### src/rtl/instr_breakdown_pipe.sv
// RV32I/RV64I instruction breakdown: field split, immediate generation,
// format/legality classification, and a DEPTH-stage valid/stall/flush pipe.
module instr_breakdown_pipe #(
  parameter int XLEN    = 32,
  parameter int DEPTH   = 2,
  parameter int INSTR_W = 32
) (
  input  logic               clk,
  input  logic               reset,
  input  logic               in_valid,
  input  logic [INSTR_W-1:0] instr,
  output logic               in_ready,
  input  logic               stall,
  input  logic               flush,
  output logic               out_valid,
  output logic [6:0]         opcode,
  output logic [2:0]         func3,
  output logic [6:0]         func7,
  output logic [4:0]         rd,
  output logic [4:0]         rs1,
  output logic [4:0]         rs2,
  output logic [XLEN-1:0]    imm,
  output logic [2:0]         fmt,
  output logic               illegal
);

  logic [6:0] opc;
  logic [2:0] f3;
  logic       op_r, op_i, op_s, op_b, op_u, op_j;
  logic       sh_z;

  assign opc  = instr[6:0];
  assign f3   = instr[14:12];
  assign op_r = (opc == 7'b0110011);
  assign op_i = (opc == 7'b0010011) || (opc == 7'b0000011) ||
                (opc == 7'b1100111) || (opc == 7'b1110011);
  assign op_s = (opc == 7'b0100011);
  assign op_b = (opc == 7'b1100011);
  assign op_u = (opc == 7'b0110111) || (opc == 7'b0010111);
  assign op_j = (opc == 7'b1101111);
  // shift-immediates carry an unsigned shamt/func7 field
  assign sh_z = (opc == 7'b0010011) &&
                ((f3 == 3'b001) || (f3 == 3'b101));

  logic [XLEN-1:0] imm_d;
  logic [2:0]      fmt_d;
  logic            ill_d;

  always_comb begin
    imm_d = '0;
    fmt_d = 3'd7;
    ill_d = 1'b0;
    unique case (1'b1)
      op_r: fmt_d = 3'd0;
      op_i: begin
        fmt_d = 3'd1;
        imm_d = sh_z ? XLEN'(instr[31:20])
                     : XLEN'($signed(instr[31:20]));
      end
      op_s: begin
        fmt_d = 3'd2;
        imm_d = XLEN'($signed({instr[31:25], instr[11:7]}));
      end
      op_b: begin
        fmt_d = 3'd3;
        imm_d = XLEN'($signed({instr[31], instr[7],
                               instr[30:25], instr[11:8],
                               1'b0}));
      end
      op_u: begin
        fmt_d = 3'd4;
        imm_d = XLEN'($signed({instr[31:12], 12'b0}));
      end
      op_j: begin
        fmt_d = 3'd5;
        imm_d = XLEN'($signed({instr[31], instr[19:12],
                               instr[20], instr[30:21],
                               1'b0}));
      end
      default: begin
        fmt_d = 3'd7;
        ill_d = 1'b1;
      end
    endcase
  end

  assign in_ready = !stall;

  for (genvar g = 0; g < DEPTH; g++) begin : g_st
    logic               v_q, v_d;
    logic [INSTR_W-1:0] ins_q, ins_d;
    logic [XLEN-1:0]    imm_q, imm_d2;
    logic [2:0]         fmt_q, fmt_d2;
    logic               ill_q, ill_d2;

    if (g == 0) begin : g_in
      assign v_d    = in_valid;
      assign ins_d  = instr;
      assign imm_d2 = imm_d;
      assign fmt_d2 = fmt_d;
      assign ill_d2 = ill_d;
    end else begin : g_sh
      assign v_d    = g_st[g-1].v_q;
      assign ins_d  = g_st[g-1].ins_q;
      assign imm_d2 = g_st[g-1].imm_q;
      assign fmt_d2 = g_st[g-1].fmt_q;
      assign ill_d2 = g_st[g-1].ill_q;
    end

    // data regs keep stale contents on flush; only valid is killed
    always_ff @(posedge clk) begin
      if (reset) begin
        v_q   <= 1'b0;
        ins_q <= '0;
        imm_q <= '0;
        fmt_q <= '0;
        ill_q <= 1'b0;
      end else if (flush) begin
        v_q <= 1'b0;
      end else if (!stall) begin
        v_q   <= v_d;
        ins_q <= ins_d;
        imm_q <= imm_d2;
        fmt_q <= fmt_d2;
        ill_q <= ill_d2;
      end
    end
  end

  assign out_valid = g_st[DEPTH-1].v_q;
  assign opcode    = g_st[DEPTH-1].ins_q[6:0];
  assign rd        = g_st[DEPTH-1].ins_q[11:7];
  assign func3     = g_st[DEPTH-1].ins_q[14:12];
  assign rs1       = g_st[DEPTH-1].ins_q[19:15];
  assign rs2       = g_st[DEPTH-1].ins_q[24:20];
  assign func7     = g_st[DEPTH-1].ins_q[31:25];
  assign imm       = g_st[DEPTH-1].imm_q;
  assign fmt       = g_st[DEPTH-1].fmt_q;
  assign illegal   = g_st[DEPTH-1].ill_q;

endmodule

### config.mk
export PLATFORM = sky130hd
export DESIGN_NAME = instr_breakdown_pipe
export DESIGN_NICKNAME = d
export VERILOG_FILES = /design/src/rtl/instr_breakdown_pipe.sv
export SDC_FILE = /design/constraint.sdc
export NUM_CORES = 1
export LEC_CHECK = 0
export ABC_AREA = 1
export BUFFER_PORTS_ARGS = -buffer_cell sky130_fd_sc_hd__buf_2
export CORE_MARGIN = 4
export CORE_UTILIZATION = 55
export CTS_CLUSTER_SIZE = 20
export DETAILED_ROUTE_END_ITERATION = 8
export PLACE_DENSITY_LB_ADDON = 0.1
export SYNTH_ARGS = -nofsm -noshare
export SYNTH_HDL_FRONTEND = slang
export SYNTH_SLANG_ARGS = --single-unit
### constraint.sdc
create_clock -name clk -period 1.8 [get_ports clk]
set_clock_uncertainty 0.1 [all_clocks]
set_input_delay 0.27 -clock clk [delete_from_list [all_inputs] [get_ports clk]]
set_output_delay 0.27 -clock clk [all_outputs]
set_load 0.02 [all_outputs]
==> results of run 1 <==
[critical path: stages]
cell           delay [ns]
dlygate4sd3_1        0.56
buf_2                0.16
nand2_2              0.11
inv_1                0.11
nand2_1              0.16
nand2_1              0.13
o21ai_0              0.28
a21oi_1              0.12
[layer usage]
layer / vias up / part of all wire, %
met3: 18 / 5.4
met1: 2379 / 46
li1: 2653 / -
met5: - / 0
met2: 167 / 48
met4: 0 / 1.3
[path summary, 6_finish.rpt]
kind	slack, ns	start	to	depth (start not counted)
max	0.19	instr[5]	g_st[0].imm_q[8]	8
min	0.006	instr[21]	g_st[0].ins_q[21]	3
max reg2reg	0.56	g_st[0].v_q	g_st[0].v_q	3
min reg2reg	0.36	g_st[0].ins_q[6]	g_st[0].ins_q[6]	2
[cells in the mapped netlist]
cell type  number
nor2_1        214
dfxtp_1       138
nand2_1       109
o21ai_0       107
a21oi_1        37
clkbuf_1       36
inv_1          28
nand3_1        28
a21oi_2        20
nand2_2        17
buf_2           7
buf_4           3
buf_6           3
nor2_4          3
inv_2           2
buf_1           1
nand2_4         1
nand3_2         1
nand4_1         1
nor2_2          1
nor2_8          1
or2_2           1
[final cells by class]
| cell class | count | area [um2] |
|---|---|---|
| flip-flops and latches | 138 | 2760 |
| well taps | 133 | 166 |
| repair buffers | 147 | 956 |
| inverters | 30 | 114 |
| clock buffers | 20 | 445 |
| multi-input cells | 541 | 2460 |
| fillers | 806 | 2770 |
| clock inverters | 11 | 146 |
[power by group through the flow]
stage	logic (mW)	clock network, mW	registers (mW)
6_report	0.750	3.44	3.27
5_1_grt	0.833	3.63	3.29
4_1_cts	0.749	3.48	3.27
3_5_place_dp	0.698	0	3.34
3_3_place_gp	0.687	0	3.33
2_1_floorplan	0.340	0	3.44
[through the flow]
stage	setup WS, ns	instances	area (um2)
finish	0.188	1020	7050
global route	0.0157	1020	7050
CTS	0.0665	1020	7050
global placement	0.00457	962	6180
floorplan	0.433	759	5550
detailed placement	-0.0311	962	6180
[flip-flops by register name, summed over array words and instances, names as in the netlist]
register    count
g_st.ill_q      1
illegal         1
g_st.ins_q     64
fmt             3
imm            32
g_st.v_q        1
g_st.imm_q     32
out_valid       1
g_st.fmt_q      3
[repair_timing]
item	in CTS	in global routing
setup endpoints to repair	0	20
hold buffers	27	0
setup buffers	0	0
resized for setup	0	2
endpoints found under the hold margin	25	0
[logic make-up after synthesis]
kind of cell,share of synthesized area (%)
simple gates,28.0
flops,49.7
buf+inv,6.17
compound gates,16.1
==> flow_summary.ini, run 1 <==
[run_status]
outcome = finished clean

[timing]
setup_viol = 0
max_freq_mhz = 620
grt_setup_unrepaired = false
fin_crit_sh_pct = 89.6
slew_headroom_pct = 67.3
hold_viol = 0
finalCriticalPeriod_ns = 1.61
hold_slack_ns = 0.00604
drv_slew = 0
setup_tns_ns = 0
worst_slew_pin_slew_ns = 0.490

[power_and_ir_drop]
clockPowerShare_pct = 46.1
p_leak_nw = 3.41
finalPower_mw = 7.46
pwr-share-comb_pct = 10.1
seqPwrFrac_pct = 43.9
switchingPower_mw = 1.82
p_int_mw = 5.64
sw_frac_of_total_pct = 24.5
ir_worst_vdd_v = 0.000649
powerDensity_nw_per_um2 = 1060

[finish]
nets = 912
fin_util_pct = 71.8
final_cell_mix = nor2_1, dfxtp_1, nand2_1, o21ai_0, buf_2
drive_gt1_share_pct = 22.7
diodes = 0
syn_to_final_growth_pct = 27.0
layout_commonest_cell = nor2_1

[worst_setup_path]
cp.required_ns = 2.08
cp.arrival_ns = 1.90
crit_path_max_fanout = 6
start_kind = primary input
worstSetupPathType = in -> reg
crit_path_end_kind = flop

[clock_network]
cts_buffer_depth = 2
clk_pin_slew_ns = 0.06
cts.sinks = 138
cts_tree = built
root_buffer = clkbuf_8
h-tree-depth = 4
cts_buffers = 17
clk_latency_ns = 0.51

[job]
drv_cap = 0

[global_route]
top_usage_layer = met2
antenna_found_initial = 0
grt_util_met3_pct = 5.43
grt_max_degree = 139
grt_overflow_total = 0
grt_use_met2_pct = 41.0
grt_pass1_wl_um = 23800
use_met1_pct = 33.5
grt_usage_pct = 25.0
grt_pass1_vias = 5067

[placement]
port_buffers = 106
gp_congestion = 0.864
hpwl_um = 8990

[route]
drc = 0
via_per_inst = 5.11
wl_per_cell_um = 13.8
ant_nets = 0
via_count = 5217
drtIter0Drc = 455
drt_wl_total_um = 14100
firstDrtPassIters = 7

[die]
chipHeight_um = 108
coreArea_um2 = 9820
initial_core_util_pct = 56.6
die_w_um = 108
rows = 36
ios = 107
die_area_um2 = 11800

[synth]
synth_cell_types = 22
synth-seq-cells = 138
syn_inst = 759
synth.yosys.seq_area_share_pct = 49.7
synth_top_area_cell = dfxtp_1
synth.avg_cell_area_um2 = 7.32
synth_fp_nets = 796
netlist_area_um2 = 5550
synth_area_leaders = dfxtp_1, nor2_1, o21ai_0, nand2_1, a21oi_1
synthesis.yosys.warnings = 0
synth_top_area_share_pct = 49.7

[worst_hold_path]
hp-class = in -> reg
No activity file was read; power rests on OpenSTA's default activity.
==> run 2, diff against run 1 <==
BUFFER_PORTS_ARGS = unset   (was -buffer_cell sky130_fd_sc_hd__buf_2)
CORE_UTILIZATION = 63   (was 55)
DONT_BUFFER_PORTS = 1   (was unset)
==> flow_summary.ini, run 2 (synthesis gave the netlist of run 1 again) <==
[run_status]
outcome = finished clean

[route]
ant_nets = 0
drt_wl_total_um = 14200
firstDrtPassIters = 6
via_per_inst = 5.61
via_count = 5014
drc = 0
wl_per_cell_um = 15.9
drtIter0Drc = 315

[global_route]
antenna_found_initial = 0
grt_max_degree = 139
grt_pass1_wl_um = 23100
grt_overflow_total = 0
grt_pass1_vias = 4773
grt_usage_pct = 28.2

[worst_setup_path]
path_common_cell = dlygate4sd3_1
cp.arrival_ns = 2.09
worstSetupPathType = in -> reg
slowest_delay_ns = 0.60
start_kind = primary input
cp_cell_sequence = dlygate4sd3_1 -> buf_12 -> or2_2 -> a21oi_1 -> dlygate4sd3_1
reg2reg_slack_ns = 0.55
crit_path_end_kind = flop
cp.required_ns = 2.16
cp_slowest_cell = dlygate4sd3_1
crit_path_max_fanout = 41

[finish]
drive_gt1_share_pct = 11.4
nets = 814
largest_reg_flops = 64
multi_input_area_um2 = 2460
syn_to_final_growth_pct = 18.8
design_area_um2 = 6600
regMostFlops = g_st.ins_q
diodes = 0
layout_commonest_cell = nor2_1
final_cell_mix = nor2_1, dfxtp_1, nand2_1, o21ai_0, dlygate4sd3_1
instances_no_fill = 894
nFillCells = 604
seqCellArea_um2 = 2760
fin_util_pct = 78.7

[placement]
dpl_cell_area_um2 = 5560
hpwl_um = 8500
place_ws_ns = 0.00968
dp_cells = 822
gp_congestion = 0.913
port_buffers = 0

[timing]
max_freq_mhz = 579
hold_viol = 0
fin_crit_sh_pct = 96.0
setup_viol = 0
drv_slew = 0
worst_slew_pin_slew_ns = 0.523
finalCriticalPeriod_ns = 1.73
setup_tns_ns = 0
slew_headroom_pct = 65.2
grt_setup_unrepaired = false
finalWorstSetupSlack_ns = 0.0720
hold_slack_ns = 0.0294

[die]
coreArea_um2 = 8380
initial_core_util_pct = 66.3
die_area_um2 = 10400
ios = 107
rows = 33
chipHeight_um = 102
die_w_um = 102

[clock_network]
cts.sinks = 138
root_buffer = clkbuf_8
cts_tree = built
cts_buffers = 17
cts_buffer_depth = 2
h-tree-depth = 4
clk_pin_slew_ns = 0.06
clk_latency_ns = 0.52

[job]
drv_cap = 0

[worst_hold_path]
hp-class = in -> reg

[power_and_ir_drop]
finalPower_mw = 7.46
powerDensity_nw_per_um2 = 1130
p_leak_nw = 2.93
ir_worst_vdd_v = 0.000763
## run 2: layout make-up
class | instances | share of cell area (%)
tap | 105 | 1.99
multi-input combinational | 541 | 37.3
sequential | 138 | 41.9
inverter | 30 | 1.73
clock inverter | 10 | 2.12
timing repair buffer | 49 | 7.85
clock buffer | 21 | 7.11
## run 2: path summary, 6_finish.rpt
path / start / end / cells after the start
max: reset / g_st[0].v_q / 5
max reg2reg: g_st[0].imm_q[28] / g_st[0].imm_q[28] / 3
min reg2reg: g_st[0].imm_q[7] / g_st[0].imm_q[7] / 2
min: instr[4] / g_st[0].fmt_q[2] / 3
## run 2: report_power, final
group          internal [mW]  switching [mW]  total [mW]
clock                   2.25            1.29        3.54
combinational          0.184           0.326       0.509
sequential              3.21           0.199        3.40
total                   5.64            1.82        7.46
## run 2: repair_timing
| item | CTS | global route |
|---|---|---|
| hold buffers | 41 | 0 |
| hold endpoints to repair | 79 | 0 |
| resized for setup | 0 | 1 |
| setup endpoints to repair | 0 | 1 |
| setup buffers | 0 | 0 |
## run 2: worst max-delay path, delay by kind of cell
family	cells	cell delay (ns)
compound gates	1	0.13
buf+inv	3	1.38
simple gates	1	0.31
## run 2: routing by layer
| layer | track usage (%) | vias up | routed length [um] |
|---|---|---|---|
| li1 | - | 2463 | - |
| met1 | 36.3 | 2295 | 5980 |
| met2 | 45.0 | 223 | 6720 |
| met3 | 7.99 | 33 | 1170 |
| met4 | 11.4 | 0 | 321 |
| met5 | 0 | - | 0 |
